## src/rtl/pipeline_pkg.sv

```systemverilog
// Shared pipeline definitions for the fetch path.
// Holds the datapath width, the default bubble encoding, the PC step and the
// fetch FSM state encoding, so that every pipeline stage agrees on them.
package pipeline_pkg;

  localparam int XLEN = 32;

  // addi x0,x0,0 -- the canonical RISC-V no-op used as a pipeline bubble
  localparam logic [XLEN-1:0] NOP_INSTR_DEFAULT = 32'h0000_0013;

  // Sequential fetch stride; the adder wraps naturally modulo 2^XLEN
  localparam logic [XLEN-1:0] PC_STEP = 32'd4;

  typedef enum logic {
    BOOT = 1'b0,
    RUN  = 1'b1
  } fetch_state_e;

endpackage

```

## src/rtl/if_id_reg.sv

```systemverilog
// IF/ID pipeline latch.
// Ports:
//   clk_i     - clock, rising edge
//   rst_ni    - asynchronous active-low reset
//   load_i    - capture pc_i/instr_i as a valid instruction
//   bubble_i  - replace the held instruction with a bubble (wins over load_i)
//   pc_i      - PC of the instruction being captured
//   instr_i   - instruction word being captured
//   pc_o      - latched PC (left untouched when a bubble is loaded)
//   instr_o   - latched instruction word
//   valid_o   - latched instruction is real, not a bubble
// With neither load_i nor bubble_i asserted the latch holds its contents.
module if_id_reg
  import pipeline_pkg::*;
#(
  parameter logic [XLEN-1:0] NOP_INSTR = NOP_INSTR_DEFAULT
) (
  input  logic            clk_i,
  input  logic            rst_ni,
  input  logic            load_i,
  input  logic            bubble_i,
  input  logic [XLEN-1:0] pc_i,
  input  logic [XLEN-1:0] instr_i,
  output logic [XLEN-1:0] pc_o,
  output logic [XLEN-1:0] instr_o,
  output logic            valid_o
);

  logic [XLEN-1:0] pc_q, pc_d;
  logic [XLEN-1:0] instr_q, instr_d;
  logic            valid_q, valid_d;

  // A bubble keeps the old PC on purpose: it is don't-care while invalid,
  // and not touching it saves a mux input on the PC field.
  always_comb begin
    pc_d    = pc_q;
    instr_d = instr_q;
    valid_d = valid_q;
    if (bubble_i) begin
      instr_d = NOP_INSTR;
      valid_d = 1'b0;
    end else if (load_i) begin
      pc_d    = pc_i;
      instr_d = instr_i;
      valid_d = 1'b1;
    end
  end

  always_ff @(posedge clk_i or negedge rst_ni) begin
    if (!rst_ni) begin
      pc_q    <= '0;
      instr_q <= NOP_INSTR;
      valid_q <= 1'b0;
    end else begin
      pc_q    <= pc_d;
      instr_q <= instr_d;
      valid_q <= valid_d;
    end
  end

  assign pc_o    = pc_q;
  assign instr_o = instr_q;
  assign valid_o = valid_q;

endmodule

```

## src/rtl/if_stage.sv

```systemverilog
// Instruction fetch stage: PC register, next-PC selection, boot FSM,
// squash counter and the IF/ID latch.
// Ports:
//   clk           - clock, rising edge
//   rst_n         - asynchronous active-low reset
//   flush         - squash/redirect request, highest priority
//   branch_target - redirect address, word-aligned on use
//   stall         - freeze PC and IF/ID
//   imem_addr     - instruction memory address (the PC, combinational)
//   imem_rdata    - instruction word for imem_addr
//   imem_valid    - imem_rdata is usable this cycle
//   if_id_pc      - PC of the latched instruction
//   if_id_instr   - latched instruction
//   if_id_valid   - latched instruction is real
//   flush_count   - saturating count of squashed valid instructions
module if_stage
  import pipeline_pkg::*;
#(
  parameter logic [XLEN-1:0] RESET_PC  = 32'h0000_0000,
  parameter logic [XLEN-1:0] NOP_INSTR = NOP_INSTR_DEFAULT
) (
  input  logic            clk,
  input  logic            rst_n,
  input  logic            flush,
  input  logic [XLEN-1:0] branch_target,
  input  logic            stall,
  output logic [XLEN-1:0] imem_addr,
  input  logic [XLEN-1:0] imem_rdata,
  input  logic            imem_valid,
  output logic [XLEN-1:0] if_id_pc,
  output logic [XLEN-1:0] if_id_instr,
  output logic            if_id_valid,
  output logic [15:0]     flush_count
);

  localparam logic [15:0] FLUSH_CNT_MAX = 16'hFFFF;

  fetch_state_e    state_q, state_d;
  logic [XLEN-1:0] pc_q, pc_d;
  logic [15:0]     flush_count_q, flush_count_d;
  logic            id_load, id_bubble;
  logic            unused_bt_lsb;

  // Redirects are always word-aligned, so the two low target bits never matter
  assign unused_bt_lsb = ^branch_target[1:0];

  // Flush beats everything, including BOOT; after that the cycle is either
  // the single BOOT bubble or the RUN priority chain stall > miss > advance.
  always_comb begin
    state_d       = state_q;
    pc_d          = pc_q;
    flush_count_d = flush_count_q;
    id_load       = 1'b0;
    id_bubble     = 1'b0;
    if (flush) begin
      state_d   = RUN;
      pc_d      = {branch_target[XLEN-1:2], 2'b00};
      id_bubble = 1'b1;
      if (if_id_valid && (flush_count_q != FLUSH_CNT_MAX)) begin
        flush_count_d = flush_count_q + 16'd1;
      end
    end else begin
      case (state_q)
        BOOT: begin
          state_d   = RUN;
          pc_d      = RESET_PC;
          id_bubble = 1'b1;
        end
        RUN: begin
          if (stall) begin
            id_load = 1'b0;
          end else if (!imem_valid) begin
            id_bubble = 1'b1;
          end else begin
            id_load = 1'b1;
            pc_d    = pc_q + PC_STEP;
          end
        end
        default: begin
          state_d   = BOOT;
          id_bubble = 1'b1;
        end
      endcase
    end
  end

  always_ff @(posedge clk or negedge rst_n) begin
    if (!rst_n) begin
      state_q       <= BOOT;
      pc_q          <= RESET_PC;
      flush_count_q <= '0;
    end else begin
      state_q       <= state_d;
      pc_q          <= pc_d;
      flush_count_q <= flush_count_d;
    end
  end

  if_id_reg #(
    .NOP_INSTR(NOP_INSTR)
  ) u_if_id_reg (
    .clk_i   (clk),
    .rst_ni  (rst_n),
    .load_i  (id_load),
    .bubble_i(id_bubble),
    .pc_i    (pc_q),
    .instr_i (imem_rdata),
    .pc_o    (if_id_pc),
    .instr_o (if_id_instr),
    .valid_o (if_id_valid)
  );

  assign imem_addr   = pc_q;
  assign flush_count = flush_count_q;

endmodule

```

## config.mk

```make
export PLATFORM = sky130hd
export DESIGN_NAME = if_stage
export DESIGN_NICKNAME = d
export VERILOG_FILES = /design/src/rtl/pipeline_pkg.sv /design/src/rtl/if_id_reg.sv /design/src/rtl/if_stage.sv
export SDC_FILE = /design/constraint.sdc
export NUM_CORES = 1
export LEC_CHECK = 0
export BUFFER_PORTS_ARGS = -buffer_cell sky130_fd_sc_hd__buf_2
export CORE_MARGIN = 2
export CORE_UTILIZATION = 51
export DETAILED_ROUTE_END_ITERATION = 8
export PLACE_DENSITY = 0.86
export SLEW_MARGIN = 20
export SYNTH_ARGS = -nofsm -noshare
export SYNTH_HDL_FRONTEND = slang
export SYNTH_HIERARCHICAL = 1
export SYNTH_SLANG_ARGS = --single-unit
```

## constraint.sdc

```tcl
create_clock -name clk -period 2.6 [get_ports clk]
set_clock_uncertainty 0.05 [all_clocks]
set_input_delay 0.13 -clock clk [delete_from_list [all_inputs] [get_ports clk]]
set_output_delay 0.13 -clock clk [all_outputs]
set_load 0.01 [all_outputs]
```

==> qor.txt <==
status: finished clean
most frequent cells after synthesis: dfrtp_1, nor2_1, nand2_1
number of global-route vias before repair: 4,777
Initial Utilization: 0.521
DR WL/cell: 17.6 µm
hold slack: 0.0460 ns
top-area cell type share of the netlist area: 0.511
CTS HTree Levels: 3
most instantiated library cell after synthesis: dfrtp_1
register area: 2810 µm²
First-pass DRT Iterations: 5
initial antenna violation count: 0
Layout Nets: 781
Max-cap violations: 0
Layout area overhead: 34.3%
Total Die Area: 11,300 µm²
pwr dens: 494 nW/µm²
RePlAce Congestion: 0.890
DRC: 0
area of placed instances: 6370 µm²
Arr. time, crit path: 2.30 ns
Row Count: 37
final wirelength: 14.9 mm
crit-path max cell delay: 0.56 ns
first-pass GRT wire length: 24.2 mm
final antenna-violating net count: 0
area of the core: 10,200 µm²
fin area: 7160 µm²
Die H: 106 µm
met3 usage: 0.0589
CTS buffer count: 9
EDFF count, synth: 0
Fillers: 772
HPWL Detailed: 9.91 mm
number of I/O port buffers: 177
vias per cell: 5.47
Peak Freq: 484 MHz
Rel. slew slack: 0.510
drt first-iter violations: 253
layout cell share with drive strength beyond 1: 0.354
largest area contributor in the netlist: dfrtp_1
Skew-Pair Late Insertion Delay: 0.38 ns
Total GRT Usage: 0.275
setup TNS: 0 ns
CP max-delay cell: dfrtp_1
largest net degree at the start of global routing: 54
Worst Path Max Fanout: 9
async set or reset register ratio after synthesis: 1.00
die width: 106 µm
fin. max-slew vios: 0
Fin. Hold Viols: 0
CP endpoint kind: flop
clk root buf: clkbuf_8
GRT busiest layer: met2
final setup violation count: 0
Hold Crit Class: primary input to flop
Clock Path Buffers: 2
leakage: 3.55 nW
met1 Use GR: 0.354
Peak VDD IR: 0.000527 V
Antenna Cells: 0
I/O pin count: 182
critical path data required time: 2.84 ns
synth warn: 6
area of the mapped netlist: 5330 µm²
Seq/Total Area, Yosys: 0.526
Clk pin slew, worst setup/hold paths: 0.10 ns
placed cell count: 775
non-filler cells, final: 851
Final period util: 0.794
clk sink count: 112
worst slew pin tran: 0.730 ns
CTS tree: built
Synth Flop Type: dfrtp_1
RSZ-0062 raised after global routing: false
#FFs+latches synth: 112
Crit Path Class: flop to flop
area of the multi-input gates: 2380 µm²
gate count of the mapped netlist: 473
crit-path cells: nand4_4 -> nor4_4 -> and2_1 -> a41oi_1 -> a211oi_1
Yosys cell types: 47
Vias: 4,656
grt met2 use: 0.459
global route overflow: 0
Tmin final: 2.07 ns
post-synthesis area per instance: 11.3 µm²
startpoint types: flop
largest cells by area after synthesis: dfrtp_1, mux2_4, mux2i_1
## timing repair
item | 4_1_cts | 5_1_grt
hold buffers | 59 | 1
buffers inserted | 0 | 0
gates resized for setup | 0 | 0
endpoints found under the hold margin | 108 | 1
## cell usage in the layout, fill, tap and decap left out, types with 16 or more instances in the layout
cell,Yosys,final
nand4_1,18,18
nor2_1,54,53
a21oi_1,20,20
buf_2,4,176
mux2_4,30,30
mux2i_1,29,29
dfrtp_1,109,109
dlygate4sd3_1,0,60
nand3_1,17,17
o21ai_0,17,16
nand2_1,45,45
## critical path, delay by kind of cell (launching register included)
| kind | cells | cell delay, ns |
|---|---|---|
| AND/OR/NAND/NOR | 3 | 1.00 |
| flip-flops | 1 | 0.56 |
| AO/OA/AOI/OAI | 2 | 0.37 |
## path summary, 6_finish.rpt
path | start | end | cells after the start | slack (ns)
worst max-delay path | imem_addr[7]$_DFFE_PN0P_ | imem_addr[27]$_DFFE_PN0P_ | 5 | 0.53
worst min-delay path | branch_target[6] | imem_addr[6]$_DFFE_PN0P_ | 3 | 0.05
worst max register to register | imem_addr[7]$_DFFE_PN0P_ | imem_addr[27]$_DFFE_PN0P_ | 5 | 0.53
worst min register to register | flush_count[15]$_DFFE_PN0P_ | flush_count[15]$_DFFE_PN0P_ | 1 | 0.46
max in group asynchronous | rst_n | u_if_id_reg/pc_o[24]$_DFFE_PN0P_ | 3 | 1.46
min in group asynchronous | rst_n | flush_count[10]$_DFFE_PN0P_ | 2 | 0.29
## cell type report
class                      count  area share
tap                          136      0.0238
timing repair buffer         250       0.223
multi-input combinational    334       0.333
clock buffer                  13      0.0236
inverter                       3     0.00157
clock inverter                 3     0.00349
sequential                   112       0.392
## layer usage
layer | wire length (µm) | vias to the layer above
li1 | - | 2144
met1 | 5970 | 2255
met2 | 7530 | 220
met3 | 1030 | 37
met4 | 418 | 0
met5 | 0 | -
## registers in the layout (all words and copies together) (netlist names)
name and cells:
u_if_id_reg/valid_o 1, imem_addr 30, flush_count 16, state_q 1, u_if_id_reg/instr_o 32, u_if_id_reg/pc_o 32
## cell families (layout without fill, tap and decap cells)
group	Yosys count	in the layout	synth area share
buffers and inverters	30	269	0.0312
XOR/XNOR	28	28	0.0460
multiplexers	63	63	0.147
adder cells (fa/ha/maj)	2	2	0.00469
AND/OR/NAND/NOR	171	171	0.163
other	2	5	0.00141
flip-flops	112	112	0.526
AO/OA/AOI/OAI	65	65	0.0798
## report_power, final
group	total, mW	internal, mW	leakage (nW)	switching (mW)
sequential	1.95	1.84	1.51	0.107
combinational	0.588	0.307	1.95	0.281
clock	1.00	0.432	0.0958	0.573
## stage by stage
| step | worst slack [ns] | total power, mW | utilization |
|---|---|---|---|
| floorplan | 0.606 | 2.23 | - |
| global route | 0.312 | 3.71 | 0.700 |
| detailed placement | 0.558 | 2.49 | 0.623 |
| CTS | 0.541 | 3.58 | 0.699 |
| finish | 0.535 | 3.54 | 0.700 |
| global placement | 0.640 | 2.46 | 0.623 |
No activity file was read; power rests on OpenSTA's default activity.
